==> src/rtl/sw_debounce_capture.sv <==
// Debounces the SW8 handshake switch and latches the data switches on every accepted press.
// All switch inputs go through a 2-flop synchronizer before any logic uses them.
module sw_debounce_capture #(
    parameter int DB_CYCLES = 4,
    parameter int DW        = 8
) (
    input  logic          clk,
    input  logic          reset_n,
    input  logic [DW:0]   sw_raw,
    output logic          SW8_db,
    output logic          sw8_rise,
    output logic          sw8_fall,
    output logic [DW-1:0] data_out,
    output logic [1:0]    cap_cnt
);

    localparam int CW = $clog2(DB_CYCLES);
    localparam logic [CW-1:0] CNT_ONE  = CW'(1);
    localparam logic [CW-1:0] CNT_LAST = CW'(DB_CYCLES - 1);

    typedef enum logic [1:0] {
        ST_LOW       = 2'd0,
        ST_RISE_WAIT = 2'd1,
        ST_HIGH      = 2'd2,
        ST_FALL_WAIT = 2'd3
    } state_e;

    state_e        state_q, state_d;
    logic [CW-1:0] cnt_q, cnt_d;
    logic [DW:0]   sync1_q, sync1_d;
    logic [DW:0]   sync2_q, sync2_d;
    logic          sw8_db_q, sw8_db_d;
    logic          rise_q, rise_d;
    logic          fall_q, fall_d;
    logic [DW-1:0] data_q, data_d;
    logic [1:0]    cap_q, cap_d;
    logic          s8;

    assign s8 = sync2_q[DW];

    // Synchronizer and FSM state registers.
    always_ff @(posedge clk or negedge reset_n) begin
        if (!reset_n) begin
            sync1_q <= '0;
            sync2_q <= '0;
            state_q <= ST_LOW;
            cnt_q   <= '0;
        end else begin
            sync1_q <= sync1_d;
            sync2_q <= sync2_d;
            state_q <= state_d;
            cnt_q   <= cnt_d;
        end
    end

    // Next-state logic; any sample disagreeing with the pending level drops back to the stable state.
    always_comb begin
        sync1_d = sw_raw;
        sync2_d = sync1_q;
        state_d = state_q;
        cnt_d   = cnt_q;
        case (state_q)
            ST_LOW: begin
                if (s8) begin
                    state_d = ST_RISE_WAIT;
                    cnt_d   = CNT_ONE;
                end else begin
                    state_d = ST_LOW;
                end
            end
            ST_RISE_WAIT: begin
                if (!s8) begin
                    state_d = ST_LOW;
                end else if (cnt_q == CNT_LAST) begin
                    state_d = ST_HIGH;
                end else begin
                    cnt_d = cnt_q + CNT_ONE;
                end
            end
            ST_HIGH: begin
                if (!s8) begin
                    state_d = ST_FALL_WAIT;
                    cnt_d   = CNT_ONE;
                end else begin
                    state_d = ST_HIGH;
                end
            end
            ST_FALL_WAIT: begin
                if (s8) begin
                    state_d = ST_HIGH;
                end else if (cnt_q == CNT_LAST) begin
                    state_d = ST_LOW;
                end else begin
                    cnt_d = cnt_q + CNT_ONE;
                end
            end
            default: begin
                state_d = ST_LOW;
                cnt_d   = '0;
            end
        endcase
    end

    // Output decode from the transition, so the registered outputs line up with the new state.
    always_comb begin
        sw8_db_d = (state_d == ST_HIGH) || (state_d == ST_FALL_WAIT);
        rise_d   = (state_q == ST_RISE_WAIT) && (state_d == ST_HIGH);
        fall_d   = (state_q == ST_FALL_WAIT) && (state_d == ST_LOW);
        if (rise_d) begin
            data_d = sync2_q[DW-1:0];
            cap_d  = cap_q + 2'd1;
        end else begin
            data_d = data_q;
            cap_d  = cap_q;
        end
    end

    // Output registers.
    always_ff @(posedge clk or negedge reset_n) begin
        if (!reset_n) begin
            sw8_db_q <= 1'b0;
            rise_q   <= 1'b0;
            fall_q   <= 1'b0;
            data_q   <= '0;
            cap_q    <= 2'd0;
        end else begin
            sw8_db_q <= sw8_db_d;
            rise_q   <= rise_d;
            fall_q   <= fall_d;
            data_q   <= data_d;
            cap_q    <= cap_d;
        end
    end

    assign SW8_db   = sw8_db_q;
    assign sw8_rise = rise_q;
    assign sw8_fall = fall_q;
    assign data_out = data_q;
    assign cap_cnt  = cap_q;

endmodule

==> config.mk <==
export PLATFORM = sky130hd
export DESIGN_NAME = sw_debounce_capture
export DESIGN_NICKNAME = d
export VERILOG_FILES = /design/src/rtl/sw_debounce_capture.sv
export SDC_FILE = /design/constraint.sdc
export NUM_CORES = 1
export LEC_CHECK = 0
export ABC_AREA = 1
export CORE_MARGIN = 8
export CORE_UTILIZATION = 45
export CTS_BUF_LIST = sky130_fd_sc_hd__clkbuf_4 sky130_fd_sc_hd__clkbuf_8
export DETAILED_ROUTE_END_ITERATION = 8
export GPL_TIMING_DRIVEN = 0
export PLACE_DENSITY = 0.75
export SYNTH_ARGS = -nofsm -noshare
export SYNTH_HDL_FRONTEND = slang
export SYNTH_SLANG_ARGS = --single-unit
==> constraint.sdc <==
create_clock -name clk -period 1.87 [get_ports clk]
set_clock_uncertainty 0.2 [all_clocks]
set_input_delay 0.561 -clock clk [delete_from_list [all_inputs] [get_ports clk]]
set_output_delay 0.561 -clock clk [all_outputs]
set_load 0.005 [all_outputs]
==> metrics.txt, run 1 <==
outcome=completed; Avg Vias per Cell=4.43; Clock Tree Buf Depth=2; Reg2Reg Depth=6; Pleak=0.000789 uW; Tot Pwr=1910 uW; Critical Path Sink Type=output pin; initial drt markers=27; Post-Synth Simple-Gate Area=17.0%; Clock H-tree levels=2; DRC errors left=0; root buffer cell=clkbuf_4; initial core utilization=46.2%; FP Rows=18; total gr overflow=0; DR WL/cell=11.2 um; max_cap viols=0; vias=696; critical path, cell by cell=dlygate4sd2_1; drt pass-1 iters=4; GR Util All Layers=9.88%; vias in the first global route=750; Crit path depth=1; Max Fclk=573 MHz; Die Ht=65.5 um; setup total negative slack=0 ps; period utilisation layout=93.3%; I/O pin total=24; largest family of logic cells by synthesized area=simple AND/OR/NAND/NOR gates; Die Wd=65.5 um; Clk Latency, worst-skew pair=330 ps; IO buf count=23; Int Pwr=1370 uW; post-synthesis register bit count=34; dpl hpwl=1260 um; Mean Syn Cell Area=12.2 um2; final setup fails=0; core area=2390 um2; CP Launch Point=data_out[6]; post-route ant nets=0; reg2reg setup slack=470 ps; multiplexer share of the synthesized area=0%; Synth Area in XOR/XNOR=0.795%; Crit path max-delay family=flip-flops; Critical Path Max Stage Delay=390 ps; nets@finish=138; WP data arrival=980 ps; register share of total power=50.5%; Buf/Inv on CP=1; clock slew seen by the registers of the worst setup and hold paths=90 ps; share of the synthesized area in the top cell type=77.2%; Slew @ Worst Pin=692 ps; dominant cells by area after synthesis=dfrtp_1, nand2_1, inv_1, buf_8, ha_1; non-filler cells in the finished layout=157; Seq/Total Area, Yosys=77.2%; Post-Syn Nets=102; RR Endpoint=data_out[0]; global-route wire length before repair=3170 um; Max Slew Vio Count=0; Post-synth EDFFs=0; largest area contributor in the netlist=dfrtp_1; Synth Instances=90; hold-fix buffers at CTS=0; Compound-Gate Fraction of Synth Area=0.454%; worst min path class=input pin to asynchronous set/reset pin; most common cell in the netlist=nand2_1; Power per Cell Area=1310 nW/um2; YS warnings=0; crit path kind=register to output pin; placed insts=143; sw frac=28.3%; CTS tree=built; CP endpoint=data_out[6]; Main synth FF type=dfrtp_1; initial antenna violation count=0; die area=4290 um2; largest net degree at the start of global routing=35; layout cells sized above 1=15.7%; startpoint types=register; Post-Syn Area=1100 um2; clock sink count=34; Synth Area in Adders=1.14%; area delta synth->final=32.2%; Comb pwr share=27.7%; headroom to the max-slew limit=53.9%; Slowest cell on crit path=dfrtp_1; RR Startpoint=cnt_q[0]; final wirelength=1750 um; RePlAce Congestion=0.685; most frequent cells after synthesis=nand2_1, dfrtp_1, inv_1; worst endpoint required time=1110 ps; Clock power frac=21.8%; final hold vios=0; peak supply drop=0.850 mV; Async S/R FF share, synth=100%; Antenna diodes=0; Num CTS Buffers=5; min cycle time layout=1750 ps; NetSw=542 uW; Worst Path Max Fanout=2; Netlist cell types=12; RSZ-0062 raised after global routing=no
==> worst min-delay path by stage <==
stage / from / endpoint / slack, ps
floorplan: reset_n / cap_cnt[0] / 70
global route: reset_n / data_out[5] / 110
CTS: sync1_q[5] / sync2_q[5] / 150
global placement: sync1_q[4] / sync2_q[4] / 130
detailed placement: sync1_q[5] / sync2_q[5] / 130
finish: reset_n / data_out[5] / 60
==> power by group through the flow <==
| stage | Sequential (uW) | Combinational [uW] | Clock [uW] |
|---|---|---|---|
| 4_1_cts | 967 | 545 | 426 |
| 3_5_place_dp | 1010 | 514 | 0 |
| 3_3_place_gp | 999 | 490 | 0 |
| 2_1_floorplan | 1000 | 199 | 0 |
| 6_report | 967 | 531 | 417 |
| 5_1_grt | 987 | 603 | 475 |
==> kinds of logic (layout without fill, tap and decap cells) <==
logic type / Yosys count / in the layout
and+or+nand+nor: 46 / 46
DFF: 34 / 34
buffers and inverters: 7 / 44
adders and majority gates: 1 / 1
AOI/OAI and AO/OA: 1 / 1
xor gates and xnor gates: 1 / 1
==> area by class of cell <==
| type | instances | area [um2] |
|---|---|---|
| repair buffers | 29 | 254 |
| well taps | 30 | 37.5 |
| flip-flops and latches | 34 | 851 |
| multi-input cells | 49 | 214 |
| clock buffers | 7 | 58.8 |
| clock inverters | 1 | 5.00 |
| inverters | 6 | 22.5 |
| plain buffers | 1 | 15.0 |
| fillers | 210 | 930 |
==> sequential cells by signal, summed over array words and instances, names as in the netlist <==
| register | flops |
|---|---|
| sync1_q | 9 |
| sync2_q | 9 |
| data_out | 8 |
| cap_cnt | 2 |
| cnt_q | 2 |
| state_q | 2 |
| sw8_fall | 1 |
| sw8_rise | 1 |
==> what timing repair did <==
action	CTS	global route
resized for setup	14	0
buffers inserted	6	0
hold endpoints to repair	0	0
setup endpoints to repair	47	0
==> metal layers <==
layer | track usage [%] | vias to the layer above | wire [um]
li1 | - | 342 | -
met1 | 9.10 | 329 | 666
met3 | 5.44 | 4 | 108
met2 | 16.9 | 21 | 938
met5 | 0 | - | 0
met4 | 5.72 | 0 | 37
==> cell usage in the layout, fill, tap and decap left out, types with 2 or more instances in the layout <==
cell and count:
clkbuf_4 6, dfrtp_1 34, nand2_2 2, dlygate4sd2_1 13, buf_4 6, clkdlybuf4s50_1 9, nand2_1 40, nand3_1 2
inv_1 5
==> per-stage QoR <==
step           hold WS, ps  utilization [%]  instance area, um2  setup slack [ps]
6_report              64.9             61.1                1460               125
3_5_place_dp           135             57.4                1370              -545
2_1_floorplan         65.4                -                1100               575
3_3_place_gp           132             57.4                1370              -510
5_1_grt                106             61.1                1460              64.8
4_1_cts                154             61.2                1460              98.4
Note: power is estimated with default switching activity, not from simulation.
==> inputs of run 2 (changes only) <==
Settings changed: CORE_UTILIZATION 45 to 35, PLACE_DENSITY 0.75 to 0.62, REMOVE_ABC_BUFFERS set to 1.
==> metrics.txt, run 2 (synthesis results as in run 1) <==
max_cap viols=0 (unchanged); crit path kind=register to output pin; drt pass-1 iters=4 (unchanged); global-route wire length before repair=3160 um (-0.44%); Critical Path Max Stage Delay=390 ps (about the same); Worst Path Max Fanout=2 (unchanged); final setup fails=0 (unchanged); FP Rows=20 (+2); Final WS setup=128 ps (+3.64 ps); Num CTS Buffers=5 (unchanged); final hold slack=81.9 ps (+16.9 ps); non-filler cells in the finished layout=166 (+5.7%); final hold vios=0 (unchanged); Clock H-tree levels=2 (unchanged); final wirelength=1760 um (+0.63%); RSZ-0062 raised after global routing=no; Slew @ Worst Pin=694 ps (+1.97 ps); CTS tree=built; Post-Place Worst Slack=-594 ps (-49.0 ps); min cycle time layout=1740 ps (-3.64 ps); M3 GR Usage=4.82% (-0.62 points); Register Area=851 um2 (unchanged); total gr overflow=0 (unchanged); Critical Path Sink Type=output pin; I/O pin total=24 (unchanged); area of the multi-input gates=214 um2 (unchanged); Buf/Inv on CP=1 (unchanged); startpoint types=register; Clock Tree Buf Depth=2 (unchanged); most frequent cells in the layout=nand2_1, dfrtp_1, dlygate4sd2_1; clock slew seen by the registers of the worst setup and hold paths=90 ps (about the same); clock sink count=34 (unchanged); RePlAce Congestion=0.617 (-9.9%); Power per Cell Area=1290 nW/um2 (-2.0%); DRC errors left=0 (unchanged); Pleak=0.000763 uW (-3.3%); IO buf count=23 (unchanged); Max Fclk=574 MHz (+0.21%); Fill cells=274 (+30%); die area=5200 um2 (+21%); Antenna diodes=0 (unchanged); Crit path max-delay family=flip-flops; dpl hpwl=1270 um (+0.83%); placed insts=156 (+9.1%); WP data arrival=980 ps (about the same); nets@finish=135 (-2.2%); layout cells sized above 1=12.3% (-3.5 points); period utilisation layout=93.1% (-0.19 points); root buffer cell=clkbuf_4; Avg Vias per Cell=4.02 (-9.2%); Die Wd=72.1 um (+10%); global route hottest layer=met2; critical path, cell by cell=dlygate4sd2_1; worst endpoint required time=1110 ps (about the same); vias=668 (-4.0%); headroom to the max-slew limit=53.7% (-0.13 points); initial core utilization=36.4% (-9.8 points); Clk Latency, worst-skew pair=310 ps (-20 ps); Die Ht=72.1 um (+10%); initial drt markers=38 (+41%); fin area=1430 um2 (-1.7%); worst min path class=input pin to asynchronous set/reset pin; placed cell area=1370 um2 (+0.18%); vias in the first global route=729 (-2.8%); outcome=completed; global-route met2 utilization=13.4% (-3.4 points); largest net degree at the start of global routing=35 (unchanged); GR Util All Layers=8.01% (-1.9 points); area delta synth->final=30.0%; Slowest cell on crit path=dfrtp_1; initial antenna violation count=0 (unchanged); GR met1 Demand/Resource=7.48% (-1.6 points); peak supply drop=0.448 mV (-47%); post-route ant nets=0 (unchanged); most common cell after layout, fill and taps aside=nand2_1; Max Slew Vio Count=0 (unchanged); DR WL/cell=10.6 um (-4.8%); Tot Pwr=1840 uW (-3.7%); core area=3030 um2 (+27%)
-- run 2: cell types whose count changed in the layout (fill, tap and decap cells not counted) --
| cell | delta |
|---|---|
| buf_8 | -1 |
| clkbuf_4 | -1 |
| buf_4 | -2 |
| clkinv_2 | -1 |
-- run 2: stage by stage --
step	utilization, %	TNS, ps
floorplan	-	0
finish	47.3	0
global placement	45.3	-18220
detailed placement	45.3	-20170
CTS	47.4	0
global route	47.3	0
-- run 2: timing repair --
item	4_1_cts	5_1_grt
endpoints found under the setup margin	47	0
buffers inserted	4	0
hold buffers	0	0
resized for setup	14	0
-- run 2: metal layers --
metal	part of all wire (%)	wire length (um)	vias up
li1	-	-	336
met1	38	678	309
met2	52	909	17
met3	7.7	135	6
met4	2.2	39	0
met5	0	0	-
-- run 2: where the power goes --
group	leakage, uW	internal (uW)	switching (uW)
clock network	0.0000302	169	204
registers	0.000416	891	76.4
logic	0.000317	259	243
-- run 2: final timing paths --
check / cells past startpoint / endpoint / start / slack [ps]
setup / recovery: 1 / data_out[0] / data_out[0] / 130
hold / removal: 1 / state_q[1] / reset_n / 80
setup reg to reg: 6 / data_out[0] / cnt_q[0] / 310
hold reg to reg: 0 / sync2_q[0] / sync1_q[0] / 150
max in group asynchronous: 1 / sync2_q[1] / reset_n / 940
min in group clk: 0 / sync2_q[0] / sync1_q[0] / 150
-- run 2: layout make-up --
cell class	count	area share (%)
inverters	6	1.57
flip-flops and latches	34	59.4
clock buffers	6	3.58
well taps	44	3.84
repair buffers	27	16.7
multi-input cells	49	14.9
==> inputs of run 3 (changes only) <==
Settings changed: CORE_MARGIN 8 to not set.
==> metrics.txt, run 3 (synthesis results as in run 1) <==
Max Fclk=576 MHz (+0.29%); hold-fix buffers at CTS=0 (unchanged); layout cells sized above 1=14.4% (+2.1 points); core area=3030 um2 (unchanged); Power per Cell Area=1300 nW/um2 (+1.3%); Buf/Inv on CP=1 (unchanged); clock sink count=34 (unchanged); worst endpoint required time=1110 ps (about the same); outcome=completed; vias in the first global route=662 (-9.2%); dpl hpwl=1090 um (-15%); GR met1 Demand/Resource=12.2% (+4.7 points); headroom to the max-slew limit=52.3% (-1.4 points); max_cap viols=0 (unchanged); Final WS setup=133 ps (+5.01 ps); Antenna diodes=0 (unchanged); I/O pin total=24 (unchanged); WP data arrival=980 ps (about the same); Clk Latency, worst-skew pair=310 ps (about the same); Clock power frac=21.9% (+1.6 points); Pleak=0.000777 uW (+1.8%); most common cell after layout, fill and taps aside=nand2_1; NetSw=537 uW (+2.6%); Critical Path Sink Type=output pin; M3 GR Usage=6.92% (+2.1 points); final hold vios=0 (unchanged); initial core utilization=36.4% (unchanged); IO buf count=23 (unchanged); register share of total power=51.1% (-1.4 points); sw frac=28.4% (-0.056 points); largest net degree at the start of global routing=35 (unchanged); nets@finish=136 (+0.74%); area of the multi-input gates=214 um2 (unchanged); Die Ht=58.1 um (-19%); final wirelength=1650 um (-6.6%); clock slew seen by the registers of the worst setup and hold paths=100 ps (about the same); startpoint types=register; Fill cells=280 (+2.2%); worst min path class=input pin to asynchronous set/reset pin; total gr overflow=0 (unchanged); period utilisation layout=92.9% (-0.27 points); Post-Place Worst Slack=-604 ps (-9.54 ps); DRC errors left=0 (unchanged); Die Wd=58.1 um (-19%); Max Slew Vio Count=0 (unchanged); Tot Pwr=1890 uW (+2.8%); min cycle time layout=1740 ps (-5.01 ps); Slew @ Worst Pin=716 ps (+21.5 ps); GR Util All Layers=11.9% (+3.9 points); post-route ant nets=0 (unchanged); placed insts=156 (unchanged); Worst Path Max Fanout=2 (unchanged); Int Pwr=1360 uW (+2.8%); global-route wire length before repair=2840 um (-10%); Slowest cell on crit path=dfrtp_1; RSZ-0062 raised after global routing=no; non-filler cells in the finished layout=169 (+1.8%); Crit path max-delay family=flip-flops; critical path, cell by cell=dlygate4sd2_1; FP Rows=20 (unchanged); vias=678 (+1.5%); setup total negative slack=0 ps (unchanged); global-route met2 utilization=18.9% (+5.4 points); peak supply drop=0.552 mV (+23%); Comb pwr share=27.0% (-0.3 points); CTS tree=built; global route hottest layer=met2; die area=3380 um2 (-35%); drt pass-1 iters=4 (unchanged); Avg Vias per Cell=4.01 (-0.30%); DR WL/cell=9.73 um (-8.3%); Critical Path Max Stage Delay=390 ps (about the same); RePlAce Congestion=0.642 (+4.1%); initial drt markers=27 (-29%); final setup fails=0 (unchanged); Clock Tree Buf Depth=2 (unchanged); Register Area=851 um2 (unchanged); initial antenna violation count=0 (unchanged); area delta synth->final=31.8%; crit path kind=register to output pin; Clock H-tree levels=2 (unchanged); most frequent cells in the layout=nand2_1, dfrtp_1, dlygate4sd2_1; Num CTS Buffers=5 (unchanged); root buffer cell=clkbuf_4
## run 3: cell types whose count changed in the layout (fill, tap and decap cells not counted), sizes merged
cell | before | now
buf | 5 | 6
clkbuf | 6 | 7
clkinv | 0 | 1
## run 3: layout make-up
cell class                      instances  share of cell area (%)
Multi-Input combinational cell         49                    14.7
Inverter                                6                    1.55
Clock inverter                          1                   0.345
Tap cell                               44                    3.79
Clock buffer                            7                    4.05
Sequential cell                        34                    58.6
Timing Repair Buffer                   28                    17.0
## run 3: worst paths after layout
check	startpoint	endpoint	slack, ps	cells after the start
setup / recovery	data_out[5]	data_out[5]	130	1
hold / removal	reset_n	data_out[4]	80	1
setup reg to reg	cnt_q[0]	data_out[2]	280	6
hold reg to reg	sync1_q[0]	sync2_q[0]	150	0
max in group asynchronous	reset_n	sync2_q[3]	920	1
min in group clk	sync1_q[0]	sync2_q[0]	150	0
## run 3: power groups by stage
| stage | clock network, uW | logic (uW) | registers, uW |
|---|---|---|---|
| final | 415 | 511 | 968 |
| after global routing | 476 | 576 | 987 |
| after CTS | 433 | 522 | 969 |
| after detailed placement | 0 | 507 | 1010 |
| after global placement | 0 | 476 | 996 |
| after floorplan | 0 | 194 | 1000 |
## run 3: per-stage QoR
stage,area [um2],hold slack (ps),util (%)
global route,1450,123,48.0
finish,1450,84.3,48.0
CTS,1460,157,48.1
detailed placement,1370,135,45.3
global placement,1370,131,45.3
floorplan,1090,65.4,-
## run 3: timing repair
action / CTS / global route
setup buffers: 5 / 0
endpoints found under the setup margin: 47 / 0
resized for setup: 14 / 0
endpoints found under the hold margin: 0 / 0
## run 3: metal layers
layer	part of all wire, %	routed length (um)	vias to the layer above
met2	50	822	18
met3	5.3	88	4
met5	0	0	-
met4	2.1	34	0
li1	-	-	337
met1	43	701	319
